`src/rtl/aes_composite_dec.sv`:
```
// rtl/aes_composite_dec.sv - AES-128 iterative decryptor, inverse S-box in GF((2^4)^2)
// Ports: CLK clock; RST sync active-high reset; Kin/Krdy key load, Kvld schedule-ready pulse;
//        Din/Drdy ciphertext load, Dout plaintext, Dvld result pulse; EN freeze; BSY busy.
module aes_composite_dec (
    input  logic         CLK,
    input  logic         RST,
    input  logic [127:0] Kin,
    input  logic [127:0] Din,
    output logic [127:0] Dout,
    input  logic         Krdy,
    input  logic         Drdy,
    output logic         Kvld,
    output logic         Dvld,
    input  logic         EN,
    output logic         BSY
);

    typedef enum logic [1:0] {S_IDLE, S_KEXP, S_DEC} state_t;

    function automatic logic [7:0] xt(input logic [7:0] a);
        return {a[6:0], 1'b0} ^ (a[7] ? 8'h1b : 8'h00);
    endfunction

    function automatic logic [7:0] gmul(input logic [7:0] a, input logic [3:0] c);
        logic [7:0] p, t;
        p = 8'h00;
        t = a;
        for (int i = 0; i < 4; i++) begin
            if (c[i]) p = p ^ t;
            t = xt(t);
        end
        return p;
    endfunction

    // GF(2^4) modulo x^4 + x + 1
    function automatic logic [3:0] gf16_mul(input logic [3:0] a, input logic [3:0] b);
        logic [3:0] p, t;
        p = 4'h0;
        t = a;
        for (int i = 0; i < 4; i++) begin
            if (b[i]) p = p ^ t;
            t = {t[2:0], 1'b0} ^ (t[3] ? 4'h3 : 4'h0);
        end
        return p;
    endfunction

    // a^14 = a^-1 in GF(2^4); maps 0 to 0
    function automatic logic [3:0] gf16_inv(input logic [3:0] a);
        logic [3:0] a2, a4, a8;
        a2 = gf16_mul(a, a);
        a4 = gf16_mul(a2, a2);
        a8 = gf16_mul(a4, a4);
        return gf16_mul(gf16_mul(a8, a4), a2);
    endfunction

    // Basis change between the AES field and GF(2^4)[Y]/(Y^2+Y+0xC).
    // Composite bits [7:4] are the Y coefficient; GF(2^4) root is 0xE1, Y root is 0xA2.
    function automatic logic [7:0] to_comp(input logic [7:0] a);
        return ({8{a[0]}} & 8'h01) ^ ({8{a[1]}} & 8'h40) ^ ({8{a[2]}} & 8'h37) ^
               ({8{a[3]}} & 8'h3f) ^ ({8{a[4]}} & 8'h5f) ^ ({8{a[5]}} & 8'he2) ^
               ({8{a[6]}} & 8'h53) ^ ({8{a[7]}} & 8'hb2);
    endfunction

    function automatic logic [7:0] from_comp(input logic [7:0] c);
        return ({8{c[0]}} & 8'h01) ^ ({8{c[1]}} & 8'he1) ^ ({8{c[2]}} & 8'h5c) ^
               ({8{c[3]}} & 8'h0c) ^ ({8{c[4]}} & 8'ha2) ^ ({8{c[5]}} & 8'h1a) ^
               ({8{c[6]}} & 8'h02) ^ ({8{c[7]}} & 8'hd9);
    endfunction

    // (hY + l)^-1 = (hY + h + l) / (h^2*lambda + h*l + l^2)
    function automatic logic [7:0] gf256_inv(input logic [7:0] a);
        logic [7:0] c;
        logic [3:0] d, di;
        c  = to_comp(a);
        d  = gf16_mul(gf16_mul(c[7:4], c[7:4]), 4'hc) ^ gf16_mul(c[7:4], c[3:0]) ^
             gf16_mul(c[3:0], c[3:0]);
        di = gf16_inv(d);
        return from_comp({gf16_mul(c[7:4], di), gf16_mul(c[7:4] ^ c[3:0], di)});
    endfunction

    function automatic logic [7:0] rotl(input logic [7:0] a, input int n);
        logic [7:0] r;
        r = a;
        for (int i = 0; i < n; i++) r = {r[6:0], r[7]};
        return r;
    endfunction

    function automatic logic [7:0] sbox(input logic [7:0] a);
        logic [7:0] b;
        b = gf256_inv(a);
        return b ^ rotl(b, 1) ^ rotl(b, 2) ^ rotl(b, 3) ^ rotl(b, 4) ^ 8'h63;
    endfunction

    function automatic logic [7:0] inv_sbox(input logic [7:0] a);
        return gf256_inv(rotl(a, 1) ^ rotl(a, 3) ^ rotl(a, 6) ^ 8'h05);
    endfunction

    function automatic logic [31:0] sub_rot(input logic [31:0] w);
        return {sbox(w[23:16]), sbox(w[15:8]), sbox(w[7:0]), sbox(w[31:24])};
    endfunction

    function automatic logic [127:0] key_fwd(input logic [127:0] k, input logic [7:0] rc);
        logic [31:0] w0, w1, w2, w3;
        w0 = k[127:96] ^ sub_rot(k[31:0]) ^ {rc, 24'h0};
        w1 = k[95:64] ^ w0;
        w2 = k[63:32] ^ w1;
        w3 = k[31:0] ^ w2;
        return {w0, w1, w2, w3};
    endfunction

    // Recovers the previous round key; rc is the constant that produced k
    function automatic logic [127:0] key_inv(input logic [127:0] k, input logic [7:0] rc);
        logic [31:0] w1, w2, w3;
        w3 = k[31:0] ^ k[63:32];
        w2 = k[63:32] ^ k[95:64];
        w1 = k[95:64] ^ k[127:96];
        return {k[127:96] ^ sub_rot(w3) ^ {rc, 24'h0}, w1, w2, w3};
    endfunction

    // Byte i = row (i % 4), column (i / 4); byte 0 sits in bits [127:120]
    function automatic logic [127:0] inv_round(input logic [127:0] s, input logic [127:0] k,
                                               input logic mix);
        logic [7:0] b [16];
        logic [127:0] r;
        for (int c = 0; c < 4; c++)
            for (int w = 0; w < 4; w++)
                b[4*c+w] = inv_sbox(s[8*(15-(4*((c-w+4)%4)+w)) +: 8]) ^ k[8*(15-(4*c+w)) +: 8];
        for (int c = 0; c < 4; c++)
            for (int w = 0; w < 4; w++)
                r[8*(15-(4*c+w)) +: 8] = !mix ? b[4*c+w] :
                    gmul(b[4*c+w], 4'he) ^ gmul(b[4*c+(w+1)%4], 4'hb) ^
                    gmul(b[4*c+(w+2)%4], 4'hd) ^ gmul(b[4*c+(w+3)%4], 4'h9);
        return r;
    endfunction

    state_t        state, state_nxt;
    logic [3:0]    rnd;
    logic [7:0]    rcon;
    logic [127:0]  rkey, dkey, dat;
    logic          key_ok;
    logic          load_key, load_dat, kexp_step, dec_step, done_k, done_d;
    logic [127:0]  rkey_fwd, rkey_prev, dat_rnd;

    assign rkey_fwd  = key_fwd(rkey, rcon);
    assign rkey_prev = key_inv(rkey, rcon);
    assign dat_rnd   = inv_round(dat, rkey_prev, rnd != 4'd9);
    assign Dout      = dat;
    assign BSY       = (state != S_IDLE);

    always_comb begin
        state_nxt = state;
        load_key  = 1'b0;
        load_dat  = 1'b0;
        kexp_step = 1'b0;
        dec_step  = 1'b0;
        done_k    = 1'b0;
        done_d    = 1'b0;
        case (state)
            S_IDLE: begin
                if (Krdy) begin
                    load_key  = 1'b1;
                    state_nxt = S_KEXP;
                end else if (Drdy && key_ok) begin
                    load_dat  = 1'b1;
                    state_nxt = S_DEC;
                end
            end
            S_KEXP: begin
                kexp_step = 1'b1;
                if (rnd == 4'd9) begin
                    done_k    = 1'b1;
                    state_nxt = S_IDLE;
                end
            end
            S_DEC: begin
                // Ten rounds, then one cycle to publish the result
                if (rnd == 4'd10) begin
                    done_d    = 1'b1;
                    state_nxt = S_IDLE;
                end else begin
                    dec_step = 1'b1;
                end
            end
            default: state_nxt = S_IDLE;
        endcase
    end

    always_ff @(posedge CLK) begin
        if (RST) begin
            state  <= S_IDLE;
            rnd    <= 4'd0;
            rcon   <= 8'h01;
            rkey   <= '0;
            dkey   <= '0;
            dat    <= '0;
            key_ok <= 1'b0;
            Kvld   <= 1'b0;
            Dvld   <= 1'b0;
        end else if (EN) begin
            state <= state_nxt;
            Kvld  <= done_k;
            Dvld  <= done_d;
            if (load_key) begin
                rkey   <= Kin;
                rcon   <= 8'h01;
                rnd    <= 4'd0;
                key_ok <= 1'b0;
            end
            if (kexp_step) begin
                rkey <= rkey_fwd;
                rcon <= xt(rcon);
                rnd  <= rnd + 4'd1;
            end
            if (done_k) begin
                dkey   <= rkey_fwd;
                key_ok <= 1'b1;
            end
            if (load_dat) begin
                dat  <= Din ^ dkey;
                rkey <= dkey;
                rcon <= 8'h36;
                rnd  <= 4'd0;
            end
            if (dec_step) begin
                rkey <= rkey_prev;
                rcon <= (rcon == 8'h1b) ? 8'h80 : {1'b0, rcon[7:1]};
                dat  <= dat_rnd;
                rnd  <= rnd + 4'd1;
            end
        end
    end

endmodule

```
`config.mk`:
```
export PLATFORM = sky130hd
export DESIGN_NAME = aes_composite_dec
export DESIGN_NICKNAME = d
export VERILOG_FILES = /design/src/rtl/aes_composite_dec.sv
export SDC_FILE = /design/constraint.sdc
export NUM_CORES = 2
export LEC_CHECK = 0
export BUFFER_PORTS_ARGS = -buffer_cell sky130_fd_sc_hd__buf_2
export CAP_MARGIN = 20
export CORE_MARGIN = 8
export CORE_UTILIZATION = 30
export CTS_BUF_LIST = sky130_fd_sc_hd__clkbuf_4 sky130_fd_sc_hd__clkbuf_8
export CTS_CLUSTER_SIZE = 12
export DETAILED_ROUTE_END_ITERATION = 10
export GPL_ROUTABILITY_DRIVEN = 0
export SKIP_CTS_REPAIR_TIMING = 1
export SLEW_MARGIN = 40
export SYNTH_ARGS = -nofsm -noshare
export SYNTH_HDL_FRONTEND = slang
export SYNTH_SLANG_ARGS = --single-unit
```
`constraint.sdc`:
```
create_clock -name CLK -period 14.35 [get_ports CLK]
set_clock_uncertainty 0.05 [all_clocks]
set_input_delay 1.435 -clock CLK [delete_from_list [all_inputs] [get_ports CLK]]
set_output_delay 1.435 -clock CLK [all_outputs]
set_load 0.05 [all_outputs]
```
==> qor.yml <==
ys_seq_area_share_pct: 8.60
synthCells: 12689
clk_pin_slew_ns: 0.06
path_max_fanout: 22
cp_slowest_cell: "dfxtp_1"
fillers: 33289
ios: 392
synth-seq-cells: 401
final.setup.tns_ns: 0
gr-total-overflow: 0
rr_startpoint: "rkey[12]"
whs_ns: 0.412
synth-async-reset-ratio_pct: 0
fmax_ghz: 0.0752
start_util_pct: 30.0
synth-edff-count: 0
final_core_util_pct: 32.8
cts_sinks: 401
maxCapViolations: 0
cp-start-kind: "flip-flop"
layout_min_cycle_time_ns: 13.29
drt-initial-drc-count: 12873
die_w_um: 574
fin_nets: 12872
ys_warn_count: 0
cp-startpoint: "rkey[12]"
reg2reg_to: "Dout[99]"
syn_area_mm2: 0.0934
cts_htree_levels: 3
crit_arrival_ns: 13.90
die_h_um: 574
synthFlopType: "dfxtp_1"
yosys.area.top_type_share_pct: 20.5
portBuffers: 391
dieArea_mm2: 0.329
cp_slowest_stage_delay_ns: 0.87
worst_slew_pin_slew_ns: 1.03
rsz0062_at_grt: "false"
ant_nets: 0
wl_per_cell_um: 25.4
antenna_found_initial: 21
viasPerCell: 5.87
worstSetupPathType: "flip-flop to flip-flop"
r2r_setup_slack_ns: 1.06
finalHoldViolCount: 0
wl_um: 425000
cts_root_buffer: "clkbuf_8"
cts_buffer_depth: 3
r2r_cells: 37
cp-endpoint: "Dout[99]"
final_layout_size_suffix_gt1_share_pct: 10.1
grt_max_degree: 126
rows: 205
grt_pass1_vias: 86592
outcome: "finished, final reports clean"
hpwlAfterDp_um: 332000
grt_pass1_wl_um: 608000
relSlewSlack_pct: 31.2
yosys-top-cells-area: "xnor2_1 (20%), dfxtp_1 (8.6%), xor2_1 (7.3%)"
yosysTopAreaCell: "xnor2_1"
synth_commonest_cells: "xnor2_1 (2,180), nor2_1 (1,303), nand2_1 (1,089)"
critPathMostFrequentCell: "xnor2_1"
worstHoldStart: "Dvld"
clock_latency_ns: 0.83
first_pass_iters: 9
drc: 0
min_path_type: "flip-flop to flip-flop"
grt_usage_pct: 24.1
cts_buffers: 80
drv_slew: 0
core_mm2: 0.311
finalSetupViolations: 0
synth_cell_type_count: 122
required_ns: 14.96
critPathCaptureType: "flip-flop"
area_delta_synth_final_pct: 9.08
min_period_over_period_pct: 92.6
yosysMostFrequentCell: "xnor2_1"
vias: 98047
cts_tree: "done"
synth_nets: 13057
syn_area_per_cell_um2: 7.36
-- metrics by stage --
stage	setup WS, ns	area (um^2)	cells
floorplan	3.79	93400	12689
global placement	1.49	99100	16559
detailed placement	1.57	99700	16561
CTS	1.48	101000	16701
global route	0.364	102000	16704
finish	1.06	102000	16711
-- layout make-up --
type	instances	area (um^2)	area share, %
Multi-Input combinational cell	11127	81700	80.2
Clock inverter	18	241	0.237
Inverter	205	772	0.758
Timing Repair Buffer	689	4330	4.25
Clock buffer	122	1550	1.53
Tap cell	4140	5180	5.09
Sequential cell	401	8040	7.89
Antenna cell	9	22.5	0.0221
-- critical path, delay by kind of cell, from the launching register on --
| family | cells | cell delay (ns) |
|---|---|---|
| compound gates | 6 | 1.44 |
| xor+xnor | 15 | 5.99 |
| fa+ha+maj | 3 | 1.88 |
| buf+inv | 6 | 1.63 |
| flops | 1 | 0.87 |
| mux | 1 | 0.17 |
| simple gates | 6 | 1.08 |
-- worst min-delay path by stage --
stage          endpoint  depth (start not counted)
2_1_floorplan  dkey[23]                          2
3_3_place_gp       Dvld                          2
3_5_place_dp       Dvld                          2
4_1_cts            Dvld                          2
5_1_grt            Dvld                          2
6_report           Dvld                          2
-- placed cells by master, fill, tap and decap left out, types with 62 or more instances in the layout --
cell type  synthesis  layout
o21ai_0          732     729
clkbuf_8           0     102
xnor2_1         2180    2105
a221oi_1          89      89
nand3_1          395     395
xor3_1            68      68
nor2_1          1303    1292
and2_1            70      70
nor3_1           414     411
or3_1             89      89
inv_1            156     156
and3_1            84      84
xnor2_2           58     130
a31oi_1          160     159
buf_2            146     391
o211ai_1         202     202
nor4_1            64      62
ha_1             107     106
o221ai_1          81      81
a21oi_1          812     808
mux2i_1          180     178
nand2_1         1089    1084
a22oi_1           90      90
xor2_1           774     748
nand4_1           80      80
a211oi_1         272     272
o22ai_1          117     117
buf_4             25     284
dfxtp_1          401     395
a21o_1            78      78
xnor3_1          291     291
-- kinds of logic after synthesis --
family	share of synthesized area [%]
xor gates and xnor gates	38.6
adders and majority gates	1.63
and+or+nand+nor	19.6
DFF	8.60
buffers and inverters	4.97
muxes	2.52
AOI/OAI and AO/OA	24.0
-- per-layer routing --
metal	wire [um]	global-route usage, %	part of all wire [%]
met1	165000	30.8	39
met3	44800	5.54	11
met2	168000	33.8	40
met5	61	0	0.014
met4	46000	21.0	11
-- flip-flops by register name, indices dropped and copies added, names as in the netlist --
name    flops
rcon        8
rkey      128
dkey      128
Dout      128
Dvld        1
rnd         4
state       2
Kvld        1
key_ok      1
Power is not shown: default switching activity piles up to over one toggle a cycle in this logic, so the estimate is an artifact.
